==> src/rtl/text_line_display_pkg.sv <==
// Shared widths, constants and pipeline payload for the text line overlay.
package text_line_display_pkg;

  localparam int unsigned GLYPH_W = 8;
  localparam int unsigned GLYPH_H = 8;
  localparam int unsigned ROM_AW  = 9;
  localparam int unsigned CODE_W  = 6;
  localparam int unsigned VGA_XW  = 11;
  localparam int unsigned VGA_YW  = 10;
  localparam int unsigned COLOR_W = 24;
  localparam int unsigned DIFF_W  = VGA_XW + 1;

  localparam logic [CODE_W-1:0] CODE_SPACE = 6'd32;

  // Stage-1 to stage-2 payload travelling alongside the ROM address.
  typedef struct packed {
    logic               hit;
    logic               blank;
    logic               invert;
    logic [2:0]         col;
    logic [COLOR_W-1:0] color;
  } s1_t;

endpackage

==> src/rtl/text_line_display_tcgrom.sv <==
// Glyph ROM stand-in: address {code, row} -> 8 pixel row, MSB is the leftmost column.
module tcgrom
  import text_line_display_pkg::*;
(
  input  logic [ROM_AW-1:0]  i_addr,
  output logic [GLYPH_W-1:0] o_data_c
);

  logic [CODE_W-1:0] w_code;
  logic [2:0]        w_row;
  logic [63:0]       w_glyph;

  assign w_code = i_addr[ROM_AW-1:3];
  assign w_row  = i_addr[2:0];

  // Codes without a drawn glyph show a hollow box so they are visible on screen.
  always_comb begin
    w_glyph = 64'hFF81_8181_8181_81FF;
    case (w_code)
      6'd0:    w_glyph = 64'h3C66_6E6E_6062_3C00;
      6'd1:    w_glyph = 64'h183C_667E_6666_6600;
      6'd2:    w_glyph = 64'h7C66_667C_6666_7C00;
      6'd3:    w_glyph = 64'h3C66_6060_6066_3C00;
      6'd32:   w_glyph = 64'h0000_0000_0000_0000;
      default: w_glyph = 64'hFF81_8181_8181_81FF;
    endcase
  end

  assign o_data_c = w_glyph[{~w_row, 3'b000} +: GLYPH_W];

endmodule

==> src/rtl/text_line_display.sv <==
// One line of scaled 8x8 glyphs with frame-synchronous double buffering,
// blink and reverse video; two-stage pixel pipeline into an OR-merged overlay.
module text_line_display
  import text_line_display_pkg::*;
#(
  parameter int unsigned NUM_CHARS    = 8,
  parameter int unsigned SCALE_LOG2   = 1,
  parameter int unsigned BLINK_FRAMES = 30,
  localparam int unsigned IDX_W = (NUM_CHARS > 1) ? $clog2(NUM_CHARS) : 1
) (
  input  logic               clk,
  input  logic               reset,
  input  logic               frame_start,
  input  logic               wr_en,
  input  logic [IDX_W-1:0]   wr_idx,
  input  logic [CODE_W-1:0]  wr_code,
  input  logic [VGA_XW-1:0]  origin_x,
  input  logic [VGA_YW-1:0]  origin_y,
  input  logic               blink_en,
  input  logic               invert,
  input  logic [COLOR_W-1:0] color,
  input  logic [VGA_XW-1:0]  vga_x,
  input  logic [VGA_YW-1:0]  vga_y,
  input  logic               valid,
  output logic [7:0]         r,
  output logic [7:0]         g,
  output logic [7:0]         b,
  output logic               valid_px
);

  localparam int unsigned IDXE_W     = IDX_W + 1;
  localparam int unsigned CNT_W      = (BLINK_FRAMES > 1) ? $clog2(BLINK_FRAMES) : 1;
  localparam int unsigned CELL_SHIFT = 3 + SCALE_LOG2;
  localparam int unsigned LINE_W     = NUM_CHARS << CELL_SHIFT;
  localparam int unsigned CELL_H     = GLYPH_H << SCALE_LOG2;

  logic [CODE_W-1:0]  r_shadow [NUM_CHARS];
  logic [CODE_W-1:0]  r_active [NUM_CHARS];
  logic [VGA_XW-1:0]  r_org_x;
  logic [VGA_YW-1:0]  r_org_y;
  logic [CNT_W-1:0]   r_blink_cnt;
  logic               r_blink_phase;
  s1_t                r_s1;
  logic [ROM_AW-1:0]  r_rom_addr;
  logic               r_valid_px;
  logic [COLOR_W-1:0] r_rgb;

  logic [DIFF_W-1:0]  w_dx;
  logic [DIFF_W-1:0]  w_dy;
  logic [DIFF_W-1:0]  w_cell;
  logic [CODE_W-1:0]  w_code;
  logic [2:0]         w_row;
  s1_t                w_s1;
  logic [GLYPH_W-1:0] w_rom_data;
  logic               w_bit;
  logic               w_px;

  // Shadow text: out-of-range slots are dropped rather than wrapped.
  always_ff @(posedge clk) begin
    if (reset) begin
      for (int unsigned i = 0; i < NUM_CHARS; i++) r_shadow[i] <= CODE_SPACE;
    end else if (wr_en && ({1'b0, wr_idx} < IDXE_W'(NUM_CHARS))) begin
      r_shadow[wr_idx] <= wr_code;
    end
  end

  // Active text and origin only change at frame start, so a frame never tears.
  always_ff @(posedge clk) begin
    if (reset) begin
      for (int unsigned i = 0; i < NUM_CHARS; i++) r_active[i] <= CODE_SPACE;
      r_org_x <= '0;
      r_org_y <= '0;
    end else if (frame_start) begin
      for (int unsigned i = 0; i < NUM_CHARS; i++) r_active[i] <= r_shadow[i];
      r_org_x <= origin_x;
      r_org_y <= origin_y;
    end
  end

  always_ff @(posedge clk) begin
    if (reset) begin
      r_blink_cnt   <= '0;
      r_blink_phase <= 1'b0;
    end else if (frame_start) begin
      if (r_blink_cnt == CNT_W'(BLINK_FRAMES - 1)) begin
        r_blink_cnt   <= '0;
        r_blink_phase <= ~r_blink_phase;
      end else begin
        r_blink_cnt <= r_blink_cnt + CNT_W'(1);
      end
    end
  end

  // Stage 1: position relative to origin; negative offsets have the top bit set.
  assign w_dx   = {1'b0, vga_x} - {1'b0, r_org_x};
  assign w_dy   = {2'b00, vga_y} - {2'b00, r_org_y};
  assign w_cell = w_dx >> CELL_SHIFT;
  assign w_row  = 3'(w_dy >> SCALE_LOG2);
  assign w_code = (w_cell < DIFF_W'(NUM_CHARS)) ? r_active[w_cell[IDX_W-1:0]] : CODE_SPACE;

  always_comb begin
    w_s1        = '0;
    w_s1.hit    = valid & ~w_dx[DIFF_W-1] & ~w_dy[DIFF_W-1]
                & (w_dx < DIFF_W'(LINE_W)) & (w_dy < DIFF_W'(CELL_H));
    w_s1.blank  = blink_en & r_blink_phase;
    w_s1.invert = invert;
    w_s1.col    = 3'(w_dx >> SCALE_LOG2);
    w_s1.color  = color;
  end

  always_ff @(posedge clk) begin
    if (reset) begin
      r_s1       <= '0;
      r_rom_addr <= '0;
    end else begin
      r_s1       <= w_s1;
      r_rom_addr <= {w_code, w_row};
    end
  end

  tcgrom u_rom (
    .i_addr   (r_rom_addr),
    .o_data_c (w_rom_data)
  );

  // Stage 2: ROM read, reverse video and blink gate resolved into the output flops.
  assign w_bit = w_rom_data[~r_s1.col];
  assign w_px  = r_s1.hit & (w_bit ^ r_s1.invert) & ~r_s1.blank;

  always_ff @(posedge clk) begin
    if (reset) begin
      r_valid_px <= 1'b0;
      r_rgb      <= '0;
    end else begin
      r_valid_px <= w_px;
      r_rgb      <= w_px ? r_s1.color : '0;
    end
  end

  assign valid_px = r_valid_px;
  assign r        = r_rgb[23:16];
  assign g        = r_rgb[15:8];
  assign b        = r_rgb[7:0];

endmodule

==> config.mk <==
export PLATFORM = sky130hd
export DESIGN_NAME = text_line_display
export DESIGN_NICKNAME = d
export VERILOG_FILES = /design/src/rtl/text_line_display_pkg.sv /design/src/rtl/text_line_display_tcgrom.sv /design/src/rtl/text_line_display.sv
export SDC_FILE = /design/constraint.sdc
export NUM_CORES = 1
export LEC_CHECK = 0
export ABC_AREA = 1
export BUFFER_PORTS_ARGS = -buffer_cell sky130_fd_sc_hd__buf_2
export CAP_MARGIN = 25
export CORE_MARGIN = 2
export CORE_UTILIZATION = 54
export CTS_BUF_LIST = sky130_fd_sc_hd__clkbuf_4 sky130_fd_sc_hd__clkbuf_8
export DETAILED_ROUTE_END_ITERATION = 6
export PLACE_DENSITY = 0.78
export REMOVE_ABC_BUFFERS = 1
export SLEW_MARGIN = 5
export SYNTH_ARGS = -nofsm -noshare
export SYNTH_HDL_FRONTEND = slang
export SYNTH_SLANG_ARGS = --single-unit
==> constraint.sdc <==
create_clock -name clk -period 2.95 [get_ports clk]
set_input_delay 0.59 -clock clk [delete_from_list [all_inputs] [get_ports clk]]
set_output_delay 0.59 -clock clk [all_outputs]
set_load 0.01 [all_outputs]
==> flow_summary_export.csv <==
group,metric,value,unit
clock_network,clock_path_buffers,2,
finish,fillers,1214,
clock_network,cts_root_buf,"clkbuf_8",
floorplanning,dieArea,0.0162,sq mm
global_routing,busiest_layer,"met2",
timing,tns,0,ns
finish,area_growth,14.9,%
power,leakage,4.43,nW
clock_network,numCtsBuffers,17,
floorplanning,fp.dieH,127,microns
logic_synthesis,synth-simple-area-share,18.9,%
timing,fin_crit_sh,81.7,%
finish,num_antenna_cells,0,
placement,place.gp.congestion,0.885,
worst_setup_path,critPathArrivalTime,2.79,ns
worst_setup_path,start_kind,"flop",
logic_synthesis,synth.mux.area_fraction,1.64,%
worst_setup_path,path_cells,"inv_1, ha_1, a21oi_1, nand2_1, nand2_1, nand2_1, a21oi_1, o21ai_0, xor2_1, nor3_1, nand3_1, a21oi_1",
worst_setup_path,cp_max_fo,6,
logic_synthesis,synth_xor_area_share,1.83,%
logic_synthesis,synth_most_common_cell,"inv_1",
flow_run,maxCapViolations,0,
clock_network,clk_latency,0.46,ns
floorplanning,io_pins,107,
logic_synthesis,synth_top_family_by_area,"simple AND/OR/NAND/NOR gates",
timing,setup_viol,0,
clock_network,hold_buffers,0,
finish,drive_gt1_share,18.4,%
floorplanning,start_util,54.7,%
global_routing,grt_usage,20.0,%
logic_synthesis,async_reset_ff_share,0,%
logic_synthesis,synth.distinct_cells,37,
logic_synthesis,synth_top_flop_cell,"edfxtp_1",
worst_setup_path,endpoint_kind,"flop",
global_routing,grt_max_degree,50,
logic_synthesis,synthTopCellsByArea,"edfxtp_1 35%, dfxtp_1 22%, inv_1 8.7%, nor2_1 7.5%, nand2_1 6.2%",
logic_synthesis,synth_edf_count,96,
logic_synthesis,ys_warn_count,0,
route,antenna_left,0,
timing,skew,0.0154,ns
route,vias,5932,
global_routing,grtUsageMet3,4.90,%
timing,hold_viol_final,0,
route,wl_per_cell,12.8,microns
worst_setup_path,worst_path_max_delay_cell,"ha_1",
placement,dp_hpwl,11200,microns
timing,slew_violations,0,
clock_network,cts_setup_buffers,0,
worst_setup_path,path_class,"reg -> reg",
logic_synthesis,synthesis.instances,919,
route,vias_per_cell,4.81,
route,dr.pass1.iters,5,
global_routing,grtUsageMet1,24.5,%
floorplanning,core-area,0.0150,sq mm
global_routing,grt_pass1_wl,25400,microns
logic_synthesis,synth_top_area_share,35.1,%
clock_network,cts_resized,0,
timing,relSlewSlack,65.8,%
route,drc,0,
run_status,outcome,"complete, no violations",
power,powerDensity,597,mW/mm^2
finish,finalNetCount,1136,
clock_network,cts_tree,"done",
logic_synthesis,synth_area_leader_cell,"edfxtp_1",
placement,numPortBuffers,106,
power,ir_drop,381,uV
worst_setup_path,worstPathRequired,3.33,ns
min_path,hold_path.class,"in -> reg",
floorplanning,die-width,127,microns
clock_network,h-tree-depth,4,
clock_network,clkTransAtPathRegs,0.10,ns
logic_synthesis,synth.cells.most_frequent,"191 x inv_1, 165 x nor2_1, 136 x nand2_1, 96 x edfxtp_1, 91 x dfxtp_1",
floorplanning,std_cell_rows,45,
placement,placedInstanceArea,0.00898,sq mm
route,drt-initial-drc-count,366,
global_routing,grt_pass1_vias,5561,
logic_synthesis,synth_area,0.00822,sq mm
worst_setup_path,crit_path_max_incr_delay,0.34,ns
logic_synthesis,ys_seq_elements,187,
logic_synthesis,synth_seq_area_share,57.2,%
timing,post-route-min-period,2.41,ns
logic_synthesis,synth_compound_area_share,6.65,%
timing,grt_setup_unrepaired,"no",
clock_network,cts_num_sinks,187,
timing,worst_pin_slew,0.509,ns
timing,fmax,415,MHz
global_routing,antenna_found_initial,0,
route,routed_wl,15700,microns
logic_synthesis,synth.avg_cell_area,8.94,sq um
logic_synthesis,synthAdderAreaFrac,3.68,%
global_routing,overflow,0,
finish,fin_area,0.00944,sq mm
global_routing,met2_usage,33.8,%
where the power goes:
group / total, W / internal (W) / switching [W]
Sequential: 0.00292 / 0.00287 / 0.0000536
Clock: 0.00192 / 0.000982 / 0.000938
Combinational: 0.000797 / 0.000318 / 0.000479
final cells by class:
type | count | area [sq um] | share of cell area [%]
Clock buffer | 19 | 255 | 2.70
Clock inverter | 13 | 204 | 2.16
Inverter | 192 | 721 | 7.63
Multi-Input combinational cell | 517 | 2690 | 28.5
Sequential cell | 187 | 4700 | 49.8
Tap cell | 188 | 235 | 2.49
Timing Repair Buffer | 116 | 631 | 6.68
sequential cells by signal, indices dropped and copies added (netlist names), 5 cells and up:
signal       count
r_shadow        48
r_org_x         11
r_org_y         10
r_s1            30
r_active        48
r_rom_addr       9
r_blink_cnt      5
r_rgb           24
logic make-up (layout without fill, tap and decap cells):
logic type               Yosys count  in the layout
flip-flops                       187            187
multiplexers                      12             12
buffers and inverters            215            340
XOR/XNOR                          15             15
AO/OA/AOI/OAI                     97             97
AND/OR/NAND/NOR                  370            370
adder cells (fa/ha/maj)           23             23
layout by cell type, fill, tap and decap left out, types with 2 or more instances in the layout:
| cell | instances |
|---|---|
| a21oi_1 | 30 |
| nand2_1 | 135 |
| a31oi_1 | 3 |
| nor3_1 | 3 |
| nand4_1 | 6 |
| clkbuf_8 | 18 |
| xor2_1 | 9 |
| nand3_1 | 32 |
| nor2_1 | 164 |
| inv_6 | 4 |
| mux2_2 | 12 |
| xnor2_1 | 5 |
| bufinv_16 | 4 |
| buf_12 | 2 |
| inv_4 | 2 |
| dfxtp_1 | 91 |
| nor2_2 | 11 |
| fa_1 | 2 |
| ha_1 | 21 |
| buf_2 | 106 |
| o21a_1 | 3 |
| o211ai_1 | 12 |
| or2_2 | 9 |
| edfxtp_1 | 96 |
| inv_1 | 191 |
| nand2_2 | 3 |
| buf_4 | 8 |
| o21ai_0 | 43 |
| nand3_2 | 3 |
| nor2_4 | 2 |
per-stage QoR:
step | setup slack, ns | util, % | hold slack [ns] | cells | total power [W]
after floorplan | 0.00365 | - | 0.394 | 896 | 0.00352
after global placement | 0.286 | 59.7 | 0.394 | 1200 | 0.00376
after detailed placement | 0.203 | 59.7 | 0.401 | 1200 | 0.00377
after CTS | 0.551 | 62.8 | 0.289 | 1232 | 0.00567
after global routing | 0.231 | 62.8 | 0.293 | 1232 | 0.00589
final | 0.541 | 62.8 | 0.320 | 1232 | 0.00564
path summary, 6_finish.rpt:
path	from	end	slack, ns	cells after the start
setup / recovery	r_org_x[2]$_SDFFE_PP0P_	r_rom_addr[5]$_SDFF_PP0_	0.54	12
hold / removal	color[11]	r_s1[11]$_SDFF_PP0_	0.32	3
setup reg to reg	r_org_x[2]$_SDFFE_PP0P_	r_rom_addr[5]$_SDFF_PP0_	0.54	12
hold reg to reg	r_s1[18]$_SDFF_PP0_	r_rgb[18]$_SDFF_PP0_	0.41	2
routing by layer:
layer / routed length [microns] / part of all wire [%]
met4: 393 / 2.5
met1: 7020 / 45
met3: 649 / 4.1
met5: 0 / 0
met2: 7660 / 49
critical path: cells and delay by family, from the launching register on:
family / cells / cell delay (ns)
xor gates and xnor gates: 1 / 0.18
DFF: 1 / 0.32
buffers and inverters: 1 / 0.05
adders and majority gates: 1 / 0.34
AOI/OAI and AO/OA: 4 / 0.65
and+or+nand+nor: 5 / 0.79
Power figures use the tool's default switching activity.
